### src/rtl/uart_arb_pkg.sv
// uart_arb_pkg
// Shared types and helpers for the UART TX arbiter.
//   arb_state_e : arbiter FSM states (IDLE, LOCK)
//   MAX_REQ     : largest supported requester count
//   rr_pick     : round-robin winner selection, request vector + pointer
//                 in, one-hot winner out (all zero when nothing requests)
package uart_arb_pkg;

    typedef enum logic {
        IDLE = 1'b0,
        LOCK = 1'b1
    } arb_state_e;

    localparam int unsigned MAX_REQ = 16;

    // Scan n positions starting at ptr, wrapping modulo n; the first set
    // request bit wins. Vectors are sized for MAX_REQ so one function serves
    // every N_REQ; the caller truncates the result to its own width.
    function automatic logic [MAX_REQ-1:0] rr_pick(
        input logic [MAX_REQ-1:0] req,
        input logic [3:0]         ptr,
        input int unsigned        n
    );
        logic [MAX_REQ-1:0] win;
        logic               found;
        logic [3:0]         idx;
        win   = '0;
        found = 1'b0;
        for (int unsigned i = 0; i < MAX_REQ; i++) begin
            if (i < n) begin
                idx = 4'((32'(ptr) + i) % n);
                if (!found && req[idx]) begin
                    win[idx] = 1'b1;
                    found    = 1'b1;
                end
            end
        end
        return win;
    endfunction

endpackage

### src/rtl/uart_arb_watchdog.sv
// uart_arb_watchdog
// Stall counter for the grant owner. Counts LOCK cycles where the owner is
// not presenting a byte; any transfer, leaving LOCK, or expiry clears it.
// Cycles where the owner is valid but the FIFO is full neither count nor
// clear. Only instantiated when UART_ARB_TIMEOUT_EN is defined.
//   clk, reset_n : clock, async active-low reset
//   lock         : arbiter is in LOCK
//   owner_valid  : req_valid of the current owner
//   transfer     : a byte is written this cycle
//   expire       : combinational, owner has stalled TIMEOUT_CYCLES-1 cycles
//                  and is still not valid
module uart_arb_watchdog #(
    parameter int TIMEOUT_CYCLES = 1024
) (
    input  logic clk,
    input  logic reset_n,
    input  logic lock,
    input  logic owner_valid,
    input  logic transfer,
    output logic expire
);

    localparam int CNT_W = (TIMEOUT_CYCLES > 2) ? $clog2(TIMEOUT_CYCLES) : 1;

    logic [CNT_W-1:0] cnt;

    assign expire = lock && !owner_valid && (cnt == CNT_W'(TIMEOUT_CYCLES - 1));

    always_ff @(posedge clk or negedge reset_n) begin
        if (!reset_n) begin
            cnt <= '0;
        end else if (!lock || transfer || expire) begin
            cnt <= '0;
        end else if (!owner_valid) begin
            cnt <= cnt + 1'b1;
        end
    end

endmodule

### src/rtl/uart_tx_arbiter.sv
// uart_tx_arbiter
// Round-robin arbiter sharing the UART TX FIFO write port between N_REQ
// byte-stream requesters. A grant is locked for a whole packet (until a
// transfer with last) so packets never interleave.
// Optional feature: define UART_ARB_TIMEOUT_EN to add a stall watchdog that
// revokes a grant whose owner stops presenting bytes mid-packet.
//
// Handshake: a byte moves from requester k to the FIFO in any cycle where
// req_valid_i[k] and req_ready_o[k] are both high; that same cycle has
// tx_valid high. ready never depends on valid of the same requester, and
// is low for every requester in IDLE and whenever fifo_tx_full is high.
//
// Ports:
//   clk, reset_n  : clock, async active-low reset
//   req_valid_i   : per-requester byte valid
//   req_data_i    : per-requester byte, requester k on [8k+7:8k]
//   req_last_i    : per-requester end-of-packet flag
//   req_ready_o   : per-requester accept (combinational)
//   fifo_tx_full  : TX FIFO full, blocks writes
//   tx_byte       : byte to TX FIFO (combinational)
//   tx_valid      : TX FIFO write strobe (combinational)
//   grant_o       : registered one-hot owner, zero when idle
//   busy_o        : registered, FSM is in LOCK (exposes FSM state)
//   timeout_o     : registered one-cycle pulse on watchdog revoke
module uart_tx_arbiter
    import uart_arb_pkg::*;
#(
    parameter int N_REQ          = 4,
    parameter int TIMEOUT_CYCLES = 1024
) (
    input  logic               clk,
    input  logic               reset_n,
    input  logic [N_REQ-1:0]   req_valid_i,
    input  logic [N_REQ*8-1:0] req_data_i,
    input  logic [N_REQ-1:0]   req_last_i,
    output logic [N_REQ-1:0]   req_ready_o,
    input  logic               fifo_tx_full,
    output logic [7:0]         tx_byte,
    output logic               tx_valid,
    output logic [N_REQ-1:0]   grant_o,
    output logic               busy_o,
    output logic               timeout_o
);

    localparam int PTR_W = $clog2(N_REQ);

    arb_state_e       state_q, state_d;
    logic [N_REQ-1:0] grant_q, grant_d;
    logic [PTR_W-1:0] rr_ptr_q, rr_ptr_d;
    logic             timeout_q, timeout_d;

    logic [PTR_W-1:0] owner_idx;
    logic [7:0]       owner_data;
    logic             owner_valid;
    logic             owner_last;
    logic [PTR_W-1:0] after_owner;
    logic             expire;

    // grant_q is one-hot in LOCK and zero in IDLE, so masking with it
    // selects the owner's signals and yields zero when idle.
    assign owner_valid = |(req_valid_i & grant_q);
    assign owner_last  = |(req_last_i & grant_q);

    always_comb begin
        owner_idx  = '0;
        owner_data = '0;
        for (int k = 0; k < N_REQ; k++) begin
            if (grant_q[k]) begin
                owner_idx  = PTR_W'(k);
                owner_data = req_data_i[8*k +: 8];
            end
        end
    end

    assign after_owner = (owner_idx == PTR_W'(N_REQ - 1)) ? '0 : owner_idx + 1'b1;

`ifdef UART_ARB_TIMEOUT_EN
    uart_arb_watchdog #(
        .TIMEOUT_CYCLES (TIMEOUT_CYCLES)
    ) u_watchdog (
        .clk         (clk),
        .reset_n     (reset_n),
        .lock        (state_q == LOCK),
        .owner_valid (owner_valid),
        .transfer    (tx_valid),
        .expire      (expire)
    );
`else
    // No watchdog: the grant is held until last. The parameter is still
    // referenced so both builds share one parameter list.
    assign expire = 1'b0 & (TIMEOUT_CYCLES != 0);
`endif

    always_comb begin
        state_d     = state_q;
        grant_d     = grant_q;
        rr_ptr_d    = rr_ptr_q;
        timeout_d   = 1'b0;
        req_ready_o = '0;
        tx_valid    = 1'b0;
        tx_byte     = '0;
        unique case (state_q)
            IDLE: begin
                if (|req_valid_i) begin
                    grant_d = N_REQ'(rr_pick(MAX_REQ'(req_valid_i), 4'(rr_ptr_q), N_REQ));
                    state_d = LOCK;
                end
            end
            LOCK: begin
                req_ready_o = grant_q & {N_REQ{!fifo_tx_full}};
                tx_valid    = owner_valid & !fifo_tx_full;
                tx_byte     = owner_data;
                if ((tx_valid && owner_last) || expire) begin
                    state_d   = IDLE;
                    grant_d   = '0;
                    rr_ptr_d  = after_owner;
                    timeout_d = expire;
                end
            end
            default: begin
                state_d = IDLE;
                grant_d = '0;
            end
        endcase
    end

    always_ff @(posedge clk or negedge reset_n) begin
        if (!reset_n) begin
            state_q   <= IDLE;
            grant_q   <= '0;
            rr_ptr_q  <= '0;
            timeout_q <= 1'b0;
        end else begin
            state_q   <= state_d;
            grant_q   <= grant_d;
            rr_ptr_q  <= rr_ptr_d;
            timeout_q <= timeout_d;
        end
    end

    assign grant_o   = grant_q;
    assign busy_o    = (state_q == LOCK);
    assign timeout_o = timeout_q;

endmodule

### config.mk
export PLATFORM = sky130hd
export DESIGN_NAME = uart_tx_arbiter
export DESIGN_NICKNAME = d
export VERILOG_FILES = /design/src/rtl/uart_arb_pkg.sv /design/src/rtl/uart_arb_watchdog.sv /design/src/rtl/uart_tx_arbiter.sv
export SDC_FILE = /design/constraint.sdc
export NUM_CORES = 1
export LEC_CHECK = 0
export BUFFER_PORTS_ARGS = -buffer_cell sky130_fd_sc_hd__buf_4
export CAP_MARGIN = 0
export CORE_MARGIN = 1
export CORE_UTILIZATION = 41
export DETAILED_ROUTE_END_ITERATION = 8
export PLACE_DENSITY = 0.79
export SYNTH_ARGS = -nofsm -noshare
export SYNTH_HDL_FRONTEND = slang
export SYNTH_SLANG_ARGS = --single-unit
### constraint.sdc
create_clock -name clk -period 2.9 [get_ports clk]
set_input_delay 0.29 -clock clk [delete_from_list [all_inputs] [get_ports clk]]
set_output_delay 0.29 -clock clk [all_outputs]
set_load 0.05 [all_outputs]
==> results.toml, run 1 <==
[route]
drtIter0Drc = 80
via_count = 1402
ant_nets = 0
wl_per_cell_um = 15.86
drtPass1Iterations = 4
wl_um = 3600
vias_per_cell = 6.176
post-route-drc-count = 0

[critical_path]
cpPeakStageDelay_ps = 550
crit_path_end_kind = "primary output"
crit_type = "flip-flop to primary output"
cp_slowest_cell = "dfrtp_1"
cp_top_family = "compound AO/OA/AOI/OAI gates"
arrival_ps = 2180
crit_buf_inv = 1
worstSetupStartpointType = "flip-flop"
crit_path_max_fanout = 17
worstPathRequired_ps = 2610
path_cells = "nor2b_1 -> a221oi_1 -> a211o_1 -> a21boi_0 -> buf_4"

[cts]
clockRootBuffer = "clkbuf_4"
cts_buffers = 3
htreeDepth = 1
cts.path.max_buffers = 2
cts.sinks = 7
cts.repair.resized = 0
clock_latency_ps = 250
cts_tree = "yes"
clk_pin_slew_ps = 50

[global_routing]
track_usage_pct = 22.22
grt_pass1_vias = 1315
antenna_found_initial = 0
grt_overflow_total = 0
grt_pass1_wl_um = 5685
grt_max_degree = 24

[sta]
fin_skew_ps = 4.444
fmax_ghz = 0.4050
setup_viol = 0
rsz0062_at_grt = "no"
hold_viol = 0
worst_slew_pin_slew_ps = 774.0
slew_viol_final = 0
layout_min_cycle_time_ps = 2469
fin_tns_setup_ps = 0
slew_headroom_pct = 48.40
fin_crit_sh_pct = 85.15

[synth]
synth_xor_area_share_pct = 0
synth_nets = 193
synth_seq_area_share_pct = 14.54
synth_edf_count = 0
synth_top_area_cell = "dfrtp_1"
synth-compound-area-share_pct = 33.54
synth_area_leaders = "dfrtp_1, ha_1, a221oi_1"
async_reset_ff_share_pct = 100.0
synth_top_family_by_area = "compound AO/OA/AOI/OAI gates"
synth_area_sq_um = 1205
syn_inst = 143
yosys_most_used_dff = "dfrtp_1"
synthSimpleGateAreaFrac_pct = 27.73
ys_types = 42
ys_ff_latch = 7
yosysWarningCount = 0
syn_area_per_cell_sq_um = 8.426
synthAdderAreaFrac_pct = 7.269
synth_top_area_share_pct = 14.54
synth_mux_area_share_pct = 6.646

[floorplan]
ios = 62
core_area_sq_um = 2781
start_util_pct = 43.32
die-width_um = 56.21
die_h_um = 56.21
num_rows = 19
die_area_sq_um = 3160

[layout]
final_cells = 227
fin_nets = 247
antenna_cells = 0
drive_gt1_share_pct = 39.29
fin_area_sq_um = 1667
syn2layout_area_growth_pct = 38.32
fillCellCount = 237

[placed_design]
dp_hpwl_um = 2739
place_congestion = 0.8152
place_area_sq_um = 1630
portBuffers = 60
placed_cells = 222

[job]
drv_cap = 0

[min_path]
hold_class = "input pin to asynchronous set/reset pin"

[pwr]
ir_worst_vdd_mv = 0.1649
total_leakage_power_uw = 0.0007411
power_density_nw_per_um2 = 217.7

[run_status]
status = "complete, no violations"
==> path summary, 6_finish.rpt <==
kind                       slack, ps                   start                      end  cells past startpoint
min                              390                 reset_n  rr_ptr_q[0]$_DFFE_PN0P_                      2
min in group clk                 540           req_last_i[3]  rr_ptr_q[0]$_DFFE_PN0P_                      4
max reg2reg                      830  grant_o[2]$_DFFE_PN0P_  rr_ptr_q[1]$_DFFE_PN0P_                      4
min reg2reg                      710  grant_o[0]$_DFFE_PN0P_   grant_o[0]$_DFFE_PN0P_                      2
max in group asynchronous       2380                 reset_n   grant_o[3]$_DFFE_PN0P_                      2
max                              430  grant_o[1]$_DFFE_PN0P_               tx_byte[1]                      5
==> final cells by class <==
cell class	count	area, sq um	area share, %
multi-input combinational	111	909.6	54.58
timing repair buffer	63	475.5	28.53
tap	31	38.79	2.327
sequential	7	175.2	10.51
clock buffer	4	26.28	1.577
inverter	11	41.29	2.477
==> where the power goes <==
part           internal (uW)  total (uW)  switching (uW)
clock network           52.4        87.1            34.7
registers               99.9         106            5.82
logic                   80.1         170            89.9
==> worst register-to-register path, cell delays in order, from the launching register on <==
cell	delay, ps
dfrtp_1	630
a22o_1	320
a221oi_1	620
or2_2	260
o31ai_1	80
==> cell usage after synthesis, types with 2 or more instances <==
library cell   n
a211o_1        8
a21boi_0       8
a221oi_1       9
a22o_1         3
a41oi_1        4
and2_1         4
and2b_1        2
and4b_1        4
buf_2          5
buf_4          3
clkbuf_1       4
dfrtp_1        7
ha_1           7
inv_1         11
mux2i_1        2
nand2_1        8
nand3_1        6
nand3b_1       4
nand4_1        4
nor2b_1        3
nor3b_1        4
o211ai_1       8
o21ai_0        2
o31ai_1        2
or3b_2         4
==> metrics by stage <==
stage / hold slack (ps) / util [%] / worst slack [ps] / power (uW)
finish: 394.9 / 59.92 / 430.7 / 362.8
global route: 396.6 / 59.92 / 245.9 / 384.5
CTS: 384.4 / 59.92 / 447.4 / 365.4
detailed placement: 107.5 / 58.61 / 730.4 / 276.0
global placement: 104.3 / 58.61 / 849.0 / 271.6
floorplan: -5.591 / - / 4.802 / 206.4
==> layout by cell type, fill, tap and decap left out, types with 6 or more instances in the layout <==
cell / instances
buf_4: 62
inv_1: 11
a221oi_1: 9
nand2_1: 8
a211o_1: 8
a21boi_0: 8
o211ai_1: 8
ha_1: 7
dfrtp_1: 7
nand3_1: 6
==> what timing repair did <==
item,4_1_cts,5_1_grt
hold endpoints to repair,7,0
buffers inserted,0,0
hold buffers,1,0
==> flip-flops by register name (all words and copies together) (netlist names) <==
register / cells
busy_o: 1
rr_ptr_q: 2
grant_o: 4
==> cells by family after synthesis <==
logic type | after synthesis
adder cells (fa/ha/maj) | 7
multiplexers | 5
buffers and inverters | 25
flip-flops | 7
AND/OR/NAND/NOR | 50
other | 1
AO/OA/AOI/OAI | 48
==> routing by layer <==
metal  share of wire [%]  up-vias  global-route usage [%]
met5                   0        -                       0
met4                 2.3        0                   7.317
met3                 7.6       10                   6.977
met2                  50       70                   39.29
met1                  40      664                   25.14
li1                    -      658                       -
(Power assumes the default switching activity.)
==> run 2, diff against run 1 <==
- GPL_ROUTABILITY_DRIVEN: default -> 0
- RECOVER_POWER: default -> 25
- SYNTH_HIERARCHICAL: default -> 1
==> results.toml, run 2 <==
[critical_path]
crit_path_max_fanout = 17
worstSetupStartpointType = "flip-flop"
crit_path_end_kind = "primary output"
worstPathRequired_ps = 2610
arrival_ps = 2140
crit_type = "flip-flop to primary output"
r2r_setup_slack_ps = 890

[sta]
rsz0062_at_grt = "no"
worst_slew_pin_slew_ps = 731.7
timing.hold.ws_ps = 474.4
fin_tns_setup_ps = 0
fin_skew_ps = 1.583
setup_viol = 0
fin_crit_sh_pct = 83.75
layout_min_cycle_time_ps = 2429
worst_slack_ps = 471.3
hold_viol = 0
slew_viol_final = 0
fmax_ghz = 0.4118
slew_headroom_pct = 51.22

[pwr]
pwr-share-comb_pct = 46.6
switchingPower_uw = 129.2
ir_worst_vdd_mv = 0.1608
power_density_nw_per_um2 = 217.2
switching_share_pct = 35.85
total_leakage_power_uw = 0.0007333
p_seq_share_pct = 29.3
p_int_uw = 231.2
p_clk_share_pct = 24.1

[synth]
synth_edf_count = 0
yosys_most_used_dff = "dfrtp_1"
ys_types = 42
synth_area_leaders = "dfrtp_1, ha_1, a221oi_1"
synth_area_sq_um = 1205
yosysWarningCount = 6
syn_inst = 143
syn_area_per_cell_sq_um = 8.426
synth.most_common_cell = "inv_1"
synth_nets = 193
synth_top_area_cell = "dfrtp_1"
async_reset_ff_share_pct = 100.0
synth_common_cells = "inv_1, a221oi_1"
synth_seq_area_share_pct = 14.54
ys_ff_latch = 7
synth_top_area_share_pct = 14.54

[cts]
clockRootBuffer = "clkbuf_4"
post-cts-setup-buffers = 0
clk_pin_slew_ps = 50
cts_buffers = 3
cts.sinks = 7
htreeDepth = 1
clock_latency_ps = 250
cts.path.max_buffers = 2
cts_tree = "yes"

[floorplan]
start_util_pct = 43.32
die_area_sq_um = 3160
die-width_um = 56.21
die_h_um = 56.21
core_area_sq_um = 2781
ios = 62
num_rows = 19

[global_routing]
grt_max_degree = 24
grt_util_met1_pct = 28.67
grt_overflow_total = 0
grt_util_met2_pct = 41.16
grt_pass1_wl_um = 5816
track_usage_pct = 22.82
grt_pass1_vias = 1282
grt_busiest_layer = "met2"
antenna_found_initial = 0
use_met3_pct = 4.419

[layout]
antenna_cells = 0
fin_area_sq_um = 1659
fin_nets = 247
syn2layout_area_growth_pct = 37.69
fillCellCount = 259
layout_commonest_cell = "buf_4"
largest_reg_flops = 4
drive_gt1_share_pct = 38.27
post-route-util_pct = 59.65
final_cell_mix = "buf_4, inv_1, a221oi_1"

[route]
post-route-drc-count = 0
via_count = 1344
ant_nets = 0
vias_per_cell = 5.921
wl_per_cell_um = 15.49
wl_um = 3516
drtIter0Drc = 72
drtPass1Iterations = 4

[min_path]
hold_class = "input pin to asynchronous set/reset pin"

[placed_design]
place_area_sq_um = 1630
dp_hpwl_um = 2719
portBuffers = 60
dp_slack_ps = 728.0

[job]
drv_cap = 0

[run_status]
status = "complete, no violations"
-- run 2: cell counts after synthesis --
Identical to the previous run, type by type.
-- run 2: path summary, 6_finish.rpt --
| kind | startpoint | to | cells past startpoint |
|---|---|---|---|
| max | grant_o[1]$_DFFE_PN0P_ | tx_byte[6] | 5 |
| min | reset_n | rr_ptr_q[0]$_DFFE_PN0P_ | 2 |
| max reg2reg | grant_o[2]$_DFFE_PN0P_ | rr_ptr_q[1]$_DFFE_PN0P_ | 4 |
| min reg2reg | grant_o[0]$_DFFE_PN0P_ | grant_o[0]$_DFFE_PN0P_ | 2 |
| max in group asynchronous | reset_n | grant_o[3]$_DFFE_PN0P_ | 2 |
| min in group clk | req_last_i[3] | rr_ptr_q[0]$_DFFE_PN0P_ | 4 |
-- run 2: timing repair --
action | CTS | global route
hold endpoints to repair | 7 | 0
hold buffers | 1 | 0
gates resized for setup | 0 | 0
-- run 2: logic make-up (layout without fill, tap and decap cells) --
kind of cell,Yosys count,count (layout),share of synthesized area [%]
DFF,7,7,14.54
and+or+nand+nor,50,50,27.73
AOI/OAI and AO/OA,48,48,33.54
buffers and inverters,25,78,9.968
adders and majority gates,7,7,7.269
muxes,5,5,6.646
other,1,1,0.3112
-- run 2: power by group through the flow --
stage / logic (uW) / clock network [uW] / registers [uW]
2_1_floorplan: 96.9 / 0 / 109
3_3_place_gp: 164 / 0 / 107
3_5_place_dp: 168 / 0 / 107
4_1_cts: 170 / 90.4 / 105
5_1_grt: 180 / 97.6 / 106
6_report: 168 / 86.8 / 106
-- run 2: cell type report --
class                      instances  area, sq um  share of cell area (%)
multi-input combinational        111        909.6                   54.83
timing repair buffer              63        467.9                   28.21
sequential                         7        175.2                   10.56
inverter                          11        41.29                   2.489
tap                               31        38.79                   2.338
clock buffer                       4        26.28                   1.584
-- run 2: critical path, cell delays in order, from the launching register on --
cell,delay (ps)
dfrtp_1,560
nor2b_1,440
a221oi_1,150
a211o_1,310
a21boi_0,200
buf_4,230
-- run 2: per-layer routing --
metal,share of wire [%],wire length [um],vias up
met5,0,0,-
met4,0.54,19,0
met3,7.2,253,2
met2,50,1758,66
met1,42,1484,621
li1,-,-,655
-- run 2: per-stage QoR --
stage | instances | power (uW)
after CTS | 227 | 365.8
after global placement | 222 | 271.3
after global routing | 227 | 383.5
after detailed placement | 222 | 275.6
final | 227 | 360.4
after floorplan | 143 | 206.4
==> run 3, diff against run 2 <==
- ABC_AREA: default -> 1
- PLACE_DENSITY: 0.79 -> 0.82
- clock period: 2.9 -> 2.4 ns (I/O delays scaled with it)
==> results.toml, run 3 <==
[run_status]
status = "complete, no violations"

[layout]
fin_nets = 284
final_cell_mix = "buf_4, nand2_1, nand3_1"
post-route-util_pct = 62.74
drive_gt1_share_pct = 31.33
antenna_cells = 0
largest_reg_flops = 4
fillCellCount = 246
final_cells = 263
multi_input_area_sq_um = 768.2
syn2layout_area_growth_pct = 46.20
fin_area_sq_um = 1540
layout_commonest_cell = "buf_4"
register_area_sq_um = 175.2

[floorplan]
num_rows = 18
ios = 62
die-width_um = 52.69
core_area_sq_um = 2455
start_util_pct = 42.92
die_area_sq_um = 2776
die_h_um = 52.69

[synth]
synth_top_area_cell = "nand2_1"
synth_edf_count = 0
async_reset_ff_share_pct = 100.0
synth_nets = 223
synth_top_area_share_pct = 19.95
ys_types = 24
yosysWarningCount = 6
syn_area_per_cell_sq_um = 6.090
syn_inst = 173
yosys_most_used_dff = "dfrtp_1"
synth_common_cells = "nand2_1, nand3_1, inv_1, o21ai_0"
synth_area_leaders = "nand2_1, nand3_1, dfrtp_1"
synth_seq_area_share_pct = 16.63
synth_area_sq_um = 1054
synth.most_common_cell = "nand2_1"
ys_ff_latch = 7

[cts]
cts.path.max_buffers = 2
cts.sinks = 7
clk_pin_slew_ps = 50
clock_latency_ps = 260
htreeDepth = 1
post-cts-setup-buffers = 0
clockRootBuffer = "clkbuf_4"
cts_buffers = 3
cts_tree = "yes"

[route]
post-route-drc-count = 0
drtPass1Iterations = 4
wl_per_cell_um = 12.08
via_count = 1354
vias_per_cell = 5.148
drtIter0Drc = 31
wl_um = 3177
ant_nets = 0

[sta]
slew_viol_final = 0
fin_crit_sh_pct = 81.49
layout_min_cycle_time_ps = 1956
hold_viol = 0
fin_tns_setup_ps = 0
fin_skew_ps = 1.404
fmax_ghz = 0.5113
worst_slack_ps = 444.3
rsz0062_at_grt = "no"
worst_slew_pin_slew_ps = 589.3
slew_headroom_pct = 60.88
setup_viol = 0

[placed_design]
dp_slack_ps = 584.7
dp_hpwl_um = 2641
placed_cells = 258
portBuffers = 60
place_area_sq_um = 1511

[critical_path]
crit_path_end_kind = "primary output"
r2r-start = "rr_ptr_q[1]$_DFFE_PN0P_"
cpPeakStageDelay_ps = 450
crit_type = "flip-flop to primary output"
cp_top_family = "buffers and inverters"
path_cells = "inv_1 -> nor2_1 -> clkinv_1 -> o221ai_1 -> o21ai_1 -> buf_4"
crit_path_max_fanout = 9
worstSetupStartpointType = "flip-flop"
arrival_ps = 1720
rr_worst_depth = 11
r2r_setup_slack_ps = 570
crit_buf_inv = 3
worstPathRequired_ps = 2160
rr_endpoint = "grant_o[3]$_DFFE_PN0P_"
cp_slowest_cell = "dfrtp_1"

[global_routing]
track_usage_pct = 24.27
antenna_found_initial = 0
grt_overflow_total = 0
grt_pass1_wl_um = 4968
grt_pass1_vias = 1143
grt_max_degree = 13

[pwr]
ir_worst_vdd_mv = 0.2337
total_leakage_power_uw = 0.0008304
power_density_nw_per_um2 = 318.9

[min_path]
hold_class = "input pin to asynchronous set/reset pin"

[job]
drv_cap = 0
[run 3: cell type report]
cell class | instances | share of cell area, %
multi-input cells | 141 | 49.88
clock buffers | 4 | 1.706
repair buffers | 61 | 29.41
well taps | 30 | 2.437
inverters | 20 | 5.199
flip-flops and latches | 7 | 11.37
[run 3: routing by layer]
metal / global-route usage (%) / up-vias / routed length, um
met3: 5.507 / 5 / 172
met2: 39.45 / 52 / 1524
met5: 0 / - / 0
met4: 6.579 / 0 / 34
met1: 31.68 / 592 / 1446
li1: - / 705 / -
[run 3: what timing repair did]
item / CTS / global route
setup endpoints to repair: 0 / 0
hold endpoints to repair: 7 / 0
hold buffers: 1 / 0
gates resized for setup: 0 / 0
[run 3: worst register-to-register path, stage by stage, from the launching register on]
cell     delay, ps
dfrtp_1        490
inv_1          200
ha_1           370
inv_1           80
nand3_1         80
nand2_1        110
nand3_1         90
nand2_1         50
inv_1           60
nand3_1         70
nand2_1         50
nand2_1         50
[run 3: power by group]
group / switching, uW / leakage, uW / total, uW / internal [uW]
sequential: 10.0 / 0.0000921 / 131 / 121
clock: 46.8 / 0.0000150 / 110 / 63.7
combinational: 148 / 0.000723 / 249 / 102
[run 3: cells by family (layout without fill, tap and decap cells)]
group	Yosys count	count (layout)	share of synthesized area, %
simple gates	111	111	50.47
buf+inv	25	85	10.45
compound gates	22	22	13.78
fa+ha+maj	7	7	8.313
flops	7	7	16.63
other cells	1	1	0.3560
[run 3: metrics by stage]
| step | power [uW] | hold slack, ps |
|---|---|---|
| floorplan | 287.3 | -55.59 |
| finish | 491.1 | 395.1 |
| detailed placement | 382.3 | 58.79 |
| global route | 527.4 | 417.1 |
| global placement | 380.8 | 57.22 |
| CTS | 495.7 | 328.6 |
[run 3: how the worst max path moves through the flow]
| stage | end | depth (start not counted) | slack (ps) | startpoint |
|---|---|---|---|---|
| global placement | grant_o[0]$_DFFE_PN0P_ | 11 | 640 | rr_ptr_q[0]$_DFFE_PN0P_ |
| floorplan | tx_byte[3] | 5 | 260 | grant_o[0]$_DFFE_PN0P_ |
| global route | tx_byte[7] | 6 | 320 | grant_o[1]$_DFFE_PN0P_ |
| finish | tx_byte[3] | 6 | 440 | grant_o[1]$_DFFE_PN0P_ |
| CTS | tx_byte[3] | 6 | 430 | grant_o[1]$_DFFE_PN0P_ |
| detailed placement | grant_o[2]$_DFFE_PN0P_ | 11 | 580 | rr_ptr_q[0]$_DFFE_PN0P_ |
